File: src/rtl/mpsoc_uart_bridge_pkg.sv
//==============================================================================
// Module      : mpsoc_uart_bridge_pkg
// Description : Shared definitions for the UART-to-Wishbone bridge: the bridge
//               FSM state type, 16550 register addresses, LSR bit indices and
//               the FCR/LCR/IER init values. Also provides the init-sequence
//               lookup used by the bridge INIT state.
// Revision    : 1.0 - initial release
//==============================================================================
`timescale 1ns/1ps
`default_nettype none

package mpsoc_uart_bridge_pkg;

    typedef enum logic [2:0] {
        ST_INIT  = 3'd0,
        ST_IDLE  = 3'd1,
        ST_POLL  = 3'd2,
        ST_TX_WR = 3'd3,
        ST_RX_RD = 3'd4
    } bridge_state_e;

    // 16550 register map (byte-wide, 3-bit address)
    localparam logic [2:0] c_ADR_RBR_THR = 3'd0;   // also DLL when DLAB=1
    localparam logic [2:0] c_ADR_IER_DLM = 3'd1;   // DLM when DLAB=1
    localparam logic [2:0] c_ADR_FCR     = 3'd2;
    localparam logic [2:0] c_ADR_LCR     = 3'd3;
    localparam logic [2:0] c_ADR_LSR     = 3'd5;

    // Line status register bits
    localparam int c_LSR_DR   = 0;
    localparam int c_LSR_THRE = 5;

    // Init values
    localparam logic [7:0] c_LCR_DLAB = 8'h80;     // divisor latch access bit
    localparam logic [7:0] c_FCR_INIT = 8'h07;     // enable + clear both FIFOs
    localparam logic [7:0] c_IER_INIT = 8'h00;     // bridge polls, no interrupts

    localparam logic [2:0] c_INIT_LAST_STEP = 3'd5;

    // Returns {address, data} for one step of the six-write init sequence.
    function automatic logic [10:0] init_access(
        input logic [2:0]  step,
        input logic [15:0] divisor,
        input logic [7:0]  lcr_fmt
    );
        logic [10:0] acc;
        case (step)
            3'd0:    acc = {c_ADR_LCR,     c_LCR_DLAB | lcr_fmt};
            3'd1:    acc = {c_ADR_RBR_THR, divisor[7:0]};
            3'd2:    acc = {c_ADR_IER_DLM, divisor[15:8]};
            3'd3:    acc = {c_ADR_LCR,     lcr_fmt};
            3'd4:    acc = {c_ADR_FCR,     c_FCR_INIT};
            default: acc = {c_ADR_IER_DLM, c_IER_INIT};
        endcase
        return acc;
    endfunction

endpackage

`default_nettype wire

File: src/rtl/mpsoc_uart_wb_bridge.sv
//==============================================================================
// Module      : mpsoc_uart_wb_bridge
// Description : Wishbone master that initialises a 16550-style UART and then
//               moves bytes between valid/ready streams and the UART.
//               TX bytes go through a one-entry holding register and are
//               written to THR in bursts of up to BURST per observed THRE.
//               Optional RX path enabled by macro MPSOC_UART_BRIDGE_RX_EN:
//               periodic LSR polling and RBR reads into rx_data_o.
// Ports       : wb_clk_i / wb_rst_i (async, active-low)
//               wbm_*      Wishbone master (one access at a time, sel=0001)
//               tx_*       inbound byte stream (valid/ready)
//               rx_*       outbound byte stream (valid/ready)
//               init_done_o high once the init writes have completed
// Revision    : 1.0 - initial release
//==============================================================================
`timescale 1ns/1ps
`default_nettype none

module mpsoc_uart_wb_bridge
    import mpsoc_uart_bridge_pkg::*;
#(
    parameter logic [15:0] DIVISOR = 16'd27,
    parameter int          BURST   = 16,
    parameter logic [7:0]  LCR_FMT = 8'h03
) (
    input  logic       wb_clk_i,
    input  logic       wb_rst_i,
    output logic [2:0] wbm_adr_o,
    output logic [7:0] wbm_dat_o,
    input  logic [7:0] wbm_dat_i,
    output logic       wbm_we_o,
    output logic       wbm_stb_o,
    output logic       wbm_cyc_o,
    output logic [3:0] wbm_sel_o,
    input  logic       wbm_ack_i,
    input  logic [7:0] tx_data_i,
    input  logic       tx_valid_i,
    output logic       tx_ready_o,
    output logic [7:0] rx_data_o,
    output logic       rx_valid_o,
    input  logic       rx_ready_i,
    output logic       init_done_o
);

    localparam int              c_BW    = $clog2(BURST + 1);
    localparam logic [c_BW-1:0] c_BURST = c_BW'(BURST);

    bridge_state_e   r_state, w_state_nxt;
    logic [2:0]      r_step, w_step_nxt;
    logic            r_cyc, w_cyc_nxt;
    logic            r_we, w_we_nxt;
    logic [2:0]      r_adr, w_adr_nxt;
    logic [7:0]      r_dat, w_dat_nxt;
    logic            r_init_done, w_init_done_nxt;
    logic [c_BW-1:0] r_burst, w_burst_nxt;
    logic            r_hold_full, w_hold_full_nxt;
    logic [7:0]      r_hold_data, w_hold_data_nxt;

    logic [10:0]     w_init_acc;
    logic            w_bus_ack;
    logic            w_thr_ack;
    logic            w_tx_fire;
    logic            w_rx_eligible;
    logic            w_poll_due;

    assign w_init_acc = init_access(r_step, DIVISOR, LCR_FMT);
    assign w_bus_ack  = r_cyc & wbm_ack_i;
    assign w_thr_ack  = (r_state == ST_TX_WR) & w_bus_ack;
    assign tx_ready_o = r_init_done & ~r_hold_full;
    assign w_tx_fire  = tx_valid_i & tx_ready_o;

`ifdef MPSOC_UART_BRIDGE_RX_EN
    logic       r_rx_valid;
    logic [7:0] r_rx_data;
    logic [3:0] r_poll_cnt;

    // A new RBR read is only worth issuing once the previous byte is taken.
    assign w_rx_eligible = wbm_dat_i[c_LSR_DR] & ~r_rx_valid;
    assign w_poll_due    = (r_poll_cnt == 4'hF) & ~r_rx_valid;

    always_ff @(posedge wb_clk_i or negedge wb_rst_i) begin
        if (!wb_rst_i) begin
            r_rx_valid <= 1'b0;
            r_rx_data  <= 8'h00;
            r_poll_cnt <= 4'd0;
        end else begin
            if ((r_state == ST_RX_RD) && w_bus_ack) begin
                r_rx_valid <= 1'b1;
                r_rx_data  <= wbm_dat_i;
            end else if (r_rx_valid && rx_ready_i) begin
                r_rx_valid <= 1'b0;
            end
            // Counts consecutive idle cycles; restarts whenever the bus is busy.
            r_poll_cnt <= (r_state == ST_IDLE) ? r_poll_cnt + 4'd1 : 4'd0;
        end
    end

    assign rx_valid_o = r_rx_valid;
    assign rx_data_o  = r_rx_data;
`else
    logic w_unused_rx;

    assign w_unused_rx   = ^{rx_ready_i, wbm_dat_i};
    assign w_rx_eligible = 1'b0;
    assign w_poll_due    = 1'b0;
    assign rx_valid_o    = 1'b0;
    assign rx_data_o     = 8'h00;
`endif

    // Every bus state launches its access when the bus is quiet and retires it
    // on ack, so cyc/stb always drop for at least one cycle between accesses.
    always_comb begin
        w_state_nxt     = r_state;
        w_step_nxt      = r_step;
        w_cyc_nxt       = r_cyc;
        w_we_nxt        = r_we;
        w_adr_nxt       = r_adr;
        w_dat_nxt       = r_dat;
        w_init_done_nxt = r_init_done;
        w_burst_nxt     = r_burst;
        w_hold_full_nxt = r_hold_full;
        w_hold_data_nxt = r_hold_data;

        case (r_state)
            ST_INIT: begin
                if (!r_cyc) begin
                    w_cyc_nxt = 1'b1;
                    w_we_nxt  = 1'b1;
                    {w_adr_nxt, w_dat_nxt} = w_init_acc;
                end else if (wbm_ack_i) begin
                    w_cyc_nxt = 1'b0;
                    w_we_nxt  = 1'b0;
                    if (r_step == c_INIT_LAST_STEP) begin
                        w_step_nxt      = 3'd0;
                        w_init_done_nxt = 1'b1;
                        w_state_nxt     = ST_IDLE;
                    end else begin
                        w_step_nxt = r_step + 3'd1;
                    end
                end
            end
            ST_IDLE: begin
                // Remaining burst credit means THR space is already known.
                if (r_hold_full) begin
                    w_state_nxt = (r_burst != '0) ? ST_TX_WR : ST_POLL;
                end else if (w_poll_due) begin
                    w_state_nxt = ST_POLL;
                end
            end
            ST_POLL: begin
                if (!r_cyc) begin
                    w_cyc_nxt = 1'b1;
                    w_we_nxt  = 1'b0;
                    w_adr_nxt = c_ADR_LSR;
                    w_dat_nxt = 8'h00;
                end else if (wbm_ack_i) begin
                    w_cyc_nxt = 1'b0;
                    // RX wins; a pending TX byte simply triggers another poll.
                    if (w_rx_eligible) begin
                        w_state_nxt = ST_RX_RD;
                    end else if (wbm_dat_i[c_LSR_THRE] && r_hold_full) begin
                        w_burst_nxt = c_BURST;
                        w_state_nxt = ST_TX_WR;
                    end else begin
                        w_state_nxt = ST_IDLE;
                    end
                end
            end
            ST_TX_WR: begin
                if (!r_cyc) begin
                    w_cyc_nxt = 1'b1;
                    w_we_nxt  = 1'b1;
                    w_adr_nxt = c_ADR_RBR_THR;
                    w_dat_nxt = r_hold_data;
                end else if (wbm_ack_i) begin
                    w_cyc_nxt   = 1'b0;
                    w_we_nxt    = 1'b0;
                    w_burst_nxt = r_burst - c_BW'(1);
                    w_state_nxt = ST_IDLE;
                end
            end
            ST_RX_RD: begin
                if (!r_cyc) begin
                    w_cyc_nxt = 1'b1;
                    w_we_nxt  = 1'b0;
                    w_adr_nxt = c_ADR_RBR_THR;
                    w_dat_nxt = 8'h00;
                end else if (wbm_ack_i) begin
                    w_cyc_nxt   = 1'b0;
                    w_state_nxt = ST_IDLE;
                end
            end
            default: begin
                w_cyc_nxt   = 1'b0;
                w_state_nxt = ST_INIT;
            end
        endcase

        // Capture takes precedence so a new byte survives a same-cycle THR ack.
        if (w_tx_fire) begin
            w_hold_full_nxt = 1'b1;
            w_hold_data_nxt = tx_data_i;
        end else if (w_thr_ack) begin
            w_hold_full_nxt = 1'b0;
        end
    end

    always_ff @(posedge wb_clk_i or negedge wb_rst_i) begin
        if (!wb_rst_i) begin
            r_state     <= ST_INIT;
            r_step      <= 3'd0;
            r_cyc       <= 1'b0;
            r_we        <= 1'b0;
            r_adr       <= 3'd0;
            r_dat       <= 8'h00;
            r_init_done <= 1'b0;
            r_burst     <= '0;
            r_hold_full <= 1'b0;
            r_hold_data <= 8'h00;
        end else begin
            r_state     <= w_state_nxt;
            r_step      <= w_step_nxt;
            r_cyc       <= w_cyc_nxt;
            r_we        <= w_we_nxt;
            r_adr       <= w_adr_nxt;
            r_dat       <= w_dat_nxt;
            r_init_done <= w_init_done_nxt;
            r_burst     <= w_burst_nxt;
            r_hold_full <= w_hold_full_nxt;
            r_hold_data <= w_hold_data_nxt;
        end
    end

    assign wbm_cyc_o   = r_cyc;
    assign wbm_stb_o   = r_cyc;
    assign wbm_we_o    = r_we;
    assign wbm_adr_o   = r_adr;
    assign wbm_dat_o   = r_dat;
    assign wbm_sel_o   = 4'b0001;
    assign init_done_o = r_init_done;

endmodule

`default_nettype wire

File: config.mk
export PLATFORM = sky130hd
export DESIGN_NAME = mpsoc_uart_wb_bridge
export DESIGN_NICKNAME = d
export VERILOG_FILES = /design/src/rtl/mpsoc_uart_bridge_pkg.sv /design/src/rtl/mpsoc_uart_wb_bridge.sv
export SDC_FILE = /design/constraint.sdc
export NUM_CORES = 1
export LEC_CHECK = 0
export BUFFER_PORTS_ARGS = -buffer_cell sky130_fd_sc_hd__buf_4
export CAP_MARGIN = 20
export CORE_MARGIN = 2
export CORE_UTILIZATION = 55
export CTS_BUF_LIST = sky130_fd_sc_hd__clkbuf_16
export CTS_CLUSTER_DIAMETER = 150
export CTS_CLUSTER_SIZE = 10
export DETAILED_ROUTE_END_ITERATION = 7
export PLACE_DENSITY = 0.84
export SYNTH_ARGS = -nofsm -noshare
export SYNTH_HDL_FRONTEND = slang
export SYNTH_SLANG_ARGS = --single-unit
File: constraint.sdc
create_clock -name wb_clk_i -period 4.1 [get_ports wb_clk_i]
set_input_delay 0.82 -clock wb_clk_i [delete_from_list [all_inputs] [get_ports wb_clk_i]]
set_output_delay 0.82 -clock wb_clk_i [all_outputs]
set_load 0.005 [all_outputs]
# Word-level counts from Yosys, hierarchy flattened
# Index checks and enable logic that the tools add are counted.
# Widths: inputs -> output; s select.
[word_totals]
register_bits = 34
in_bits = 21
output_inout_bits = 29
[op_classes]
n_addsub = 2
eq_ne = 25
mux = 36
n_bitwise = 5
reduce_logical = 20
[ops]
columns = ["cell", "n"]
rows = [
  ["$pmux 10 s4", 1],
  ["$mux 3", 12],
  ["$ne 2x2->1 const B", 14],
  ["$mux 5", 5],
  ["$mux 8", 3],
  ["$pmux 8 s3", 1],
  ["$pmux 3 s4", 1],
  ["$reduce_and 4->1", 3],
  ["$pmux 5 s2", 1],
  ["$eq 3x2->1 const B", 3],
  ["$eq 3x3->1 const B", 3],
  ["$pmux 3 s3", 1],
  ["$mux 1", 8],
  ["$reduce_and 8->1", 1],
  ["$eq 3x1->1 const B", 2],
  ["$logic_not 3->1", 2],
  ["$reduce_and 3->1", 2],
  ["$reduce_and 6->1", 1],
  ["$reduce_bool 2->1", 3],
  ["$reduce_bool 3->1", 2],
  ["$reduce_or 2->1", 3],
  ["$reduce_bool 5->1", 1],
  ["$sub 5x1->5 const B", 1],
  ["$and 1x1->1", 4],
  ["other kinds (8)", 10],
]

# Logic depth before layout (Yosys ltp)
[logic_depth]
ltp_word = 5
ltp_mapped = 8

# Least setup slack after synthesis
# OpenSTA, ideal clock, no wires.
[synth_path]
path_kind = "register to register"
start = "register r_state[0]"
end = "register r_adr[1] (netlist: wbm_adr_o[1])"
setup_time_ps = 125
arrival_ps = 1751
required_ps = 3975
setup_slack_ps = 2225
path_stages_with_launch = 7
synth_period_minus_slack_ps = 1875
path_cell_list = "dfrtp_1 -> inv_1 -> ha_1 -> buf_2 -> or3_4 -> a21oi_4 -> mux2_2"
[synth_between]
elab_chain_len = 4
[synth_rtl]
columns = ["element", "line_no", "text"]
rows = [
  ["from (decl)", "mpsoc_uart_wb_bridge.sv:48", "bridge_state_e r_state, w_state_nxt;"],
  ["from (signal assigned)", "mpsoc_uart_wb_bridge.sv:221", "r_state <= w_state_nxt;"],
  ["$eq 3x2->1 or $eq 3x3->1 (tied branches)", "mpsoc_uart_wb_bridge.sv:124", "case (r_state)"],
  ["$reduce_or 2->1 (no source line)", "-", ""],
  ["$ne 2x2->1 (no source line) or $reduce_bool 3->1 (tied branches)", "-", ""],
  ["$reduce_and 4->1 (no source line)", "-", ""],
  ["to (signal assigned)", "mpsoc_uart_wb_bridge.sv:225", "r_adr <= w_adr_nxt;"],
  ["to (decl)", "mpsoc_uart_wb_bridge.sv:52", "logic [2:0] r_adr, w_adr_nxt;"],
]
# Several ways; a longest one is shown, not always the timed one.
# A chain may end at the register's enable or synchronous reset.

# Worst setup path after layout
[layout_path]
start = "register r_state[0]"
end = "register r_adr[2] (netlist: wbm_adr_o[2])"
# The elaborated chain is that of the path after synthesis.

==> impl_metrics.json <==
{
  "ys_seq_elements": 33,
  "fin_skew_ns": 0.00404,
  "synth_area_leaders": "dfrtp_1, mux2_2, buf_4, ha_1, o21ai_0",
  "critPathMaxStageDelay_ns": 0.46,
  "yosysSeqAreaShare_pct": 47.0,
  "ir_drop_v": 0.000485,
  "grt_remaining_overflow": 0,
  "route.detailed.drc": 0,
  "cts_setup_buffers": 0,
  "p_leak_nw": 1.00,
  "synth_area_leader_cell": "dfrtp_1",
  "period_minus_slack_ns": 2.27,
  "p_total_mw": 1.86,
  "diodes": 0,
  "yosysWarnings": 0,
  "final_max_slew_viol_count": 0,
  "grt_use_met1_pct": 24.0,
  "viasPerCell": 5.31,
  "numCtsBuffers": 5,
  "hold_buffers": 0,
  "first_global_vias": 1285,
  "dieWidth_um": 60.5,
  "initial_core_util_pct": 57.6,
  "yosysMostFrequentCell": "dfrtp_1",
  "wl_mm": 3.46,
  "slew_headroom_pct": 59.9,
  "worst_pin_slew_ns": 0.601,
  "cp.arrival_ns": 2.43,
  "required_ns": 4.26,
  "grt_max_degree": 34,
  "async_flop_share_pct": 100,
  "fmax_ghz": 0.440,
  "syn_inst": 171,
  "vias": 1285,
  "ios": 50,
  "crit_path_end_kind": "flip-flop",
  "nets": 226,
  "cts.repair.resized": 0,
  "crit_type": "reg -> reg",
  "drv_cap": 0,
  "area_delta_synth_final_pct": 19.9,
  "use_met3_pct": 5.97,
  "finalCritPeriodShare_pct": 55.4,
  "clk_latency_ns": 0.27,
  "fillCellCount": 231,
  "die_area_um2": 3660,
  "hold_viol_final": 0,
  "hold_path_class": "in -> async",
  "cts_max_level": 2,
  "chipHeight_um": 60.5,
  "run_status": "finished, final reports clean",
  "dp_cells": 234,
  "cts_root_buf": "clkbuf_16",
  "synth_cell_type_count": 38,
  "layout-drive-gt1-share_pct": 27.8,
  "synth_edf_count": 0,
  "p_per_area_nw_per_um2": 881,
  "place_hpwl_mm": 2.40,
  "antenna_found_initial": 0,
  "setup_tns_ns": 0,
  "cts_buffer_depth": 2,
  "wire_per_inst_um": 14.3,
  "track_usage_pct": 21.6,
  "syn_area_um2": 1760,
  "grt_pass1_wl_mm": 5.65,
  "cts_tree": "built",
  "fin_cells": 242,
  "rows": 20,
  "gp_congestion": 0.802,
  "postRouteAntennaNets": 0,
  "start_kind": "flip-flop",
  "clk_transition_reported_paths_ns": 0.05,
  "synth_top_area_share_pct": 47.0,
  "synth_common_cells": "dfrtp_1, buf_4, nor2_1",
  "synth-main-ff-cell": "dfrtp_1",
  "coreArea_um2": 3050,
  "path_cells": "ha_1 -> or3_4 -> a21oi_4 -> mux2_2",
  "syn_area_per_cell_um2": 10.3,
  "finalSetupViolations": 0,
  "gr-max-usage-layer": "met2",
  "drtIter0Drc": 32,
  "io_buffers": 28,
  "met2_usage_pct": 37.9,
  "first_pass_iters": 4,
  "crit_fanout": 19,
  "numClockSinks": 33,
  "cp_slowest_cell": "or3_4",
  "rsz0062_at_grt": "no"
}
-- sequential cells by signal, indices dropped and copies added (netlist names) --
name	count
wbm_cyc_o	1
r_step	3
wbm_dat_o	8
r_hold_data	8
wbm_adr_o	3
init_done_o	1
r_burst	5
r_hold_full	1
r_state	2
wbm_we_o	1
-- per-layer routing --
layer  routed length, um  up-vias
li1                    -      612
met1                1390      627
met2                1830       38
met3                 153        8
met4                  78        0
met5                   0        -
-- kinds of logic (layout without fill, tap and decap cells) --
| kind of cell | count (synthesis) | count (layout) | synth area share (%) |
|---|---|---|---|
| flops | 33 | 33 | 47.0 |
| buf+inv | 30 | 46 | 10.5 |
| mux | 13 | 13 | 8.33 |
| compound gates | 40 | 40 | 15.3 |
| xor+xnor | 1 | 1 | 0.498 |
| other cells | 2 | 13 | 0.427 |
| simple gates | 44 | 44 | 12.2 |
| fa+ha+maj | 8 | 8 | 5.69 |
-- worst max-delay path, delay by kind of cell (launching register included) --
family                     cells  cell delay [ns]
DFF                            1             0.43
adders and majority gates      1             0.44
and+or+nand+nor                1             0.46
muxes                          1             0.39
AOI/OAI and AO/OA              1             0.43
-- where the power goes --
part	switching (mW)	internal, mW	total (mW)
clock network	0.130	0.347	0.476
logic	0.382	0.373	0.755
registers	0.141	0.485	0.626
total	0.652	1.20	1.86
-- cell type report --
type,count,area [um^2],share of cell area (%)
Sequential cell,33,826,39.2
Multi-Input combinational cell,119,788,37.4
Timing Repair Buffer,28,210,9.98
Clock buffer,5,125,5.94
Clock inverter,3,65.1,3.09
Tap cell,44,55.1,2.61
Inverter,10,37.5,1.78
-- final timing paths --
check | from | endpoint | slack, ns | cells past startpoint
worst max-delay path | r_state[0]$_DFFE_PN0P_ | wbm_adr_o[2]$_DFFE_PN0P_ | 1.83 | 4
worst min-delay path | wb_rst_i | wbm_we_o$_DFFE_PN0P_ | 0.48 | 1
worst max register to register | r_state[0]$_DFFE_PN0P_ | wbm_adr_o[2]$_DFFE_PN0P_ | 1.83 | 4
worst min register to register | init_done_o$_DFFE_PN0P_ | init_done_o$_DFFE_PN0P_ | 0.48 | 1
max in group asynchronous | wb_rst_i | r_step[0]$_DFFE_PN0P_ | 3.32 | 1
min in group wb_clk_i | init_done_o$_DFFE_PN0P_ | init_done_o$_DFFE_PN0P_ | 0.48 | 1
-- cells in the final DEF, fill, tap and decap left out, drive strengths merged, types with 2 or more instances in the layout --
cell,n
dfrtp,33
buf,28
nor2,14
mux2,13
conb,13
nand2,12
o21ai,11
a21oi,11
inv,10
ha,8
nand3,5
a21o,5
clkbuf,5
nor2b,3
a31oi,3
o31ai,2
a32oi,2
bufinv,2
-- per-stage QoR --
step / cell area (um^2) / hold WS [ns] / util (%) / worst slack [ns]
2_1_floorplan: 1800 / 0.443 / - / 2.22
3_3_place_gp: 1920 / 0.463 / 62.8 / 1.91
3_5_place_dp: 1920 / 0.470 / 62.8 / 1.84
4_1_cts: 2110 / 0.485 / 69.0 / 1.81
5_1_grt: 2110 / 0.507 / 69.0 / 1.70
6_report: 2110 / 0.480 / 69.0 / 1.83
Note: power is estimated with default switching activity, not from simulation.
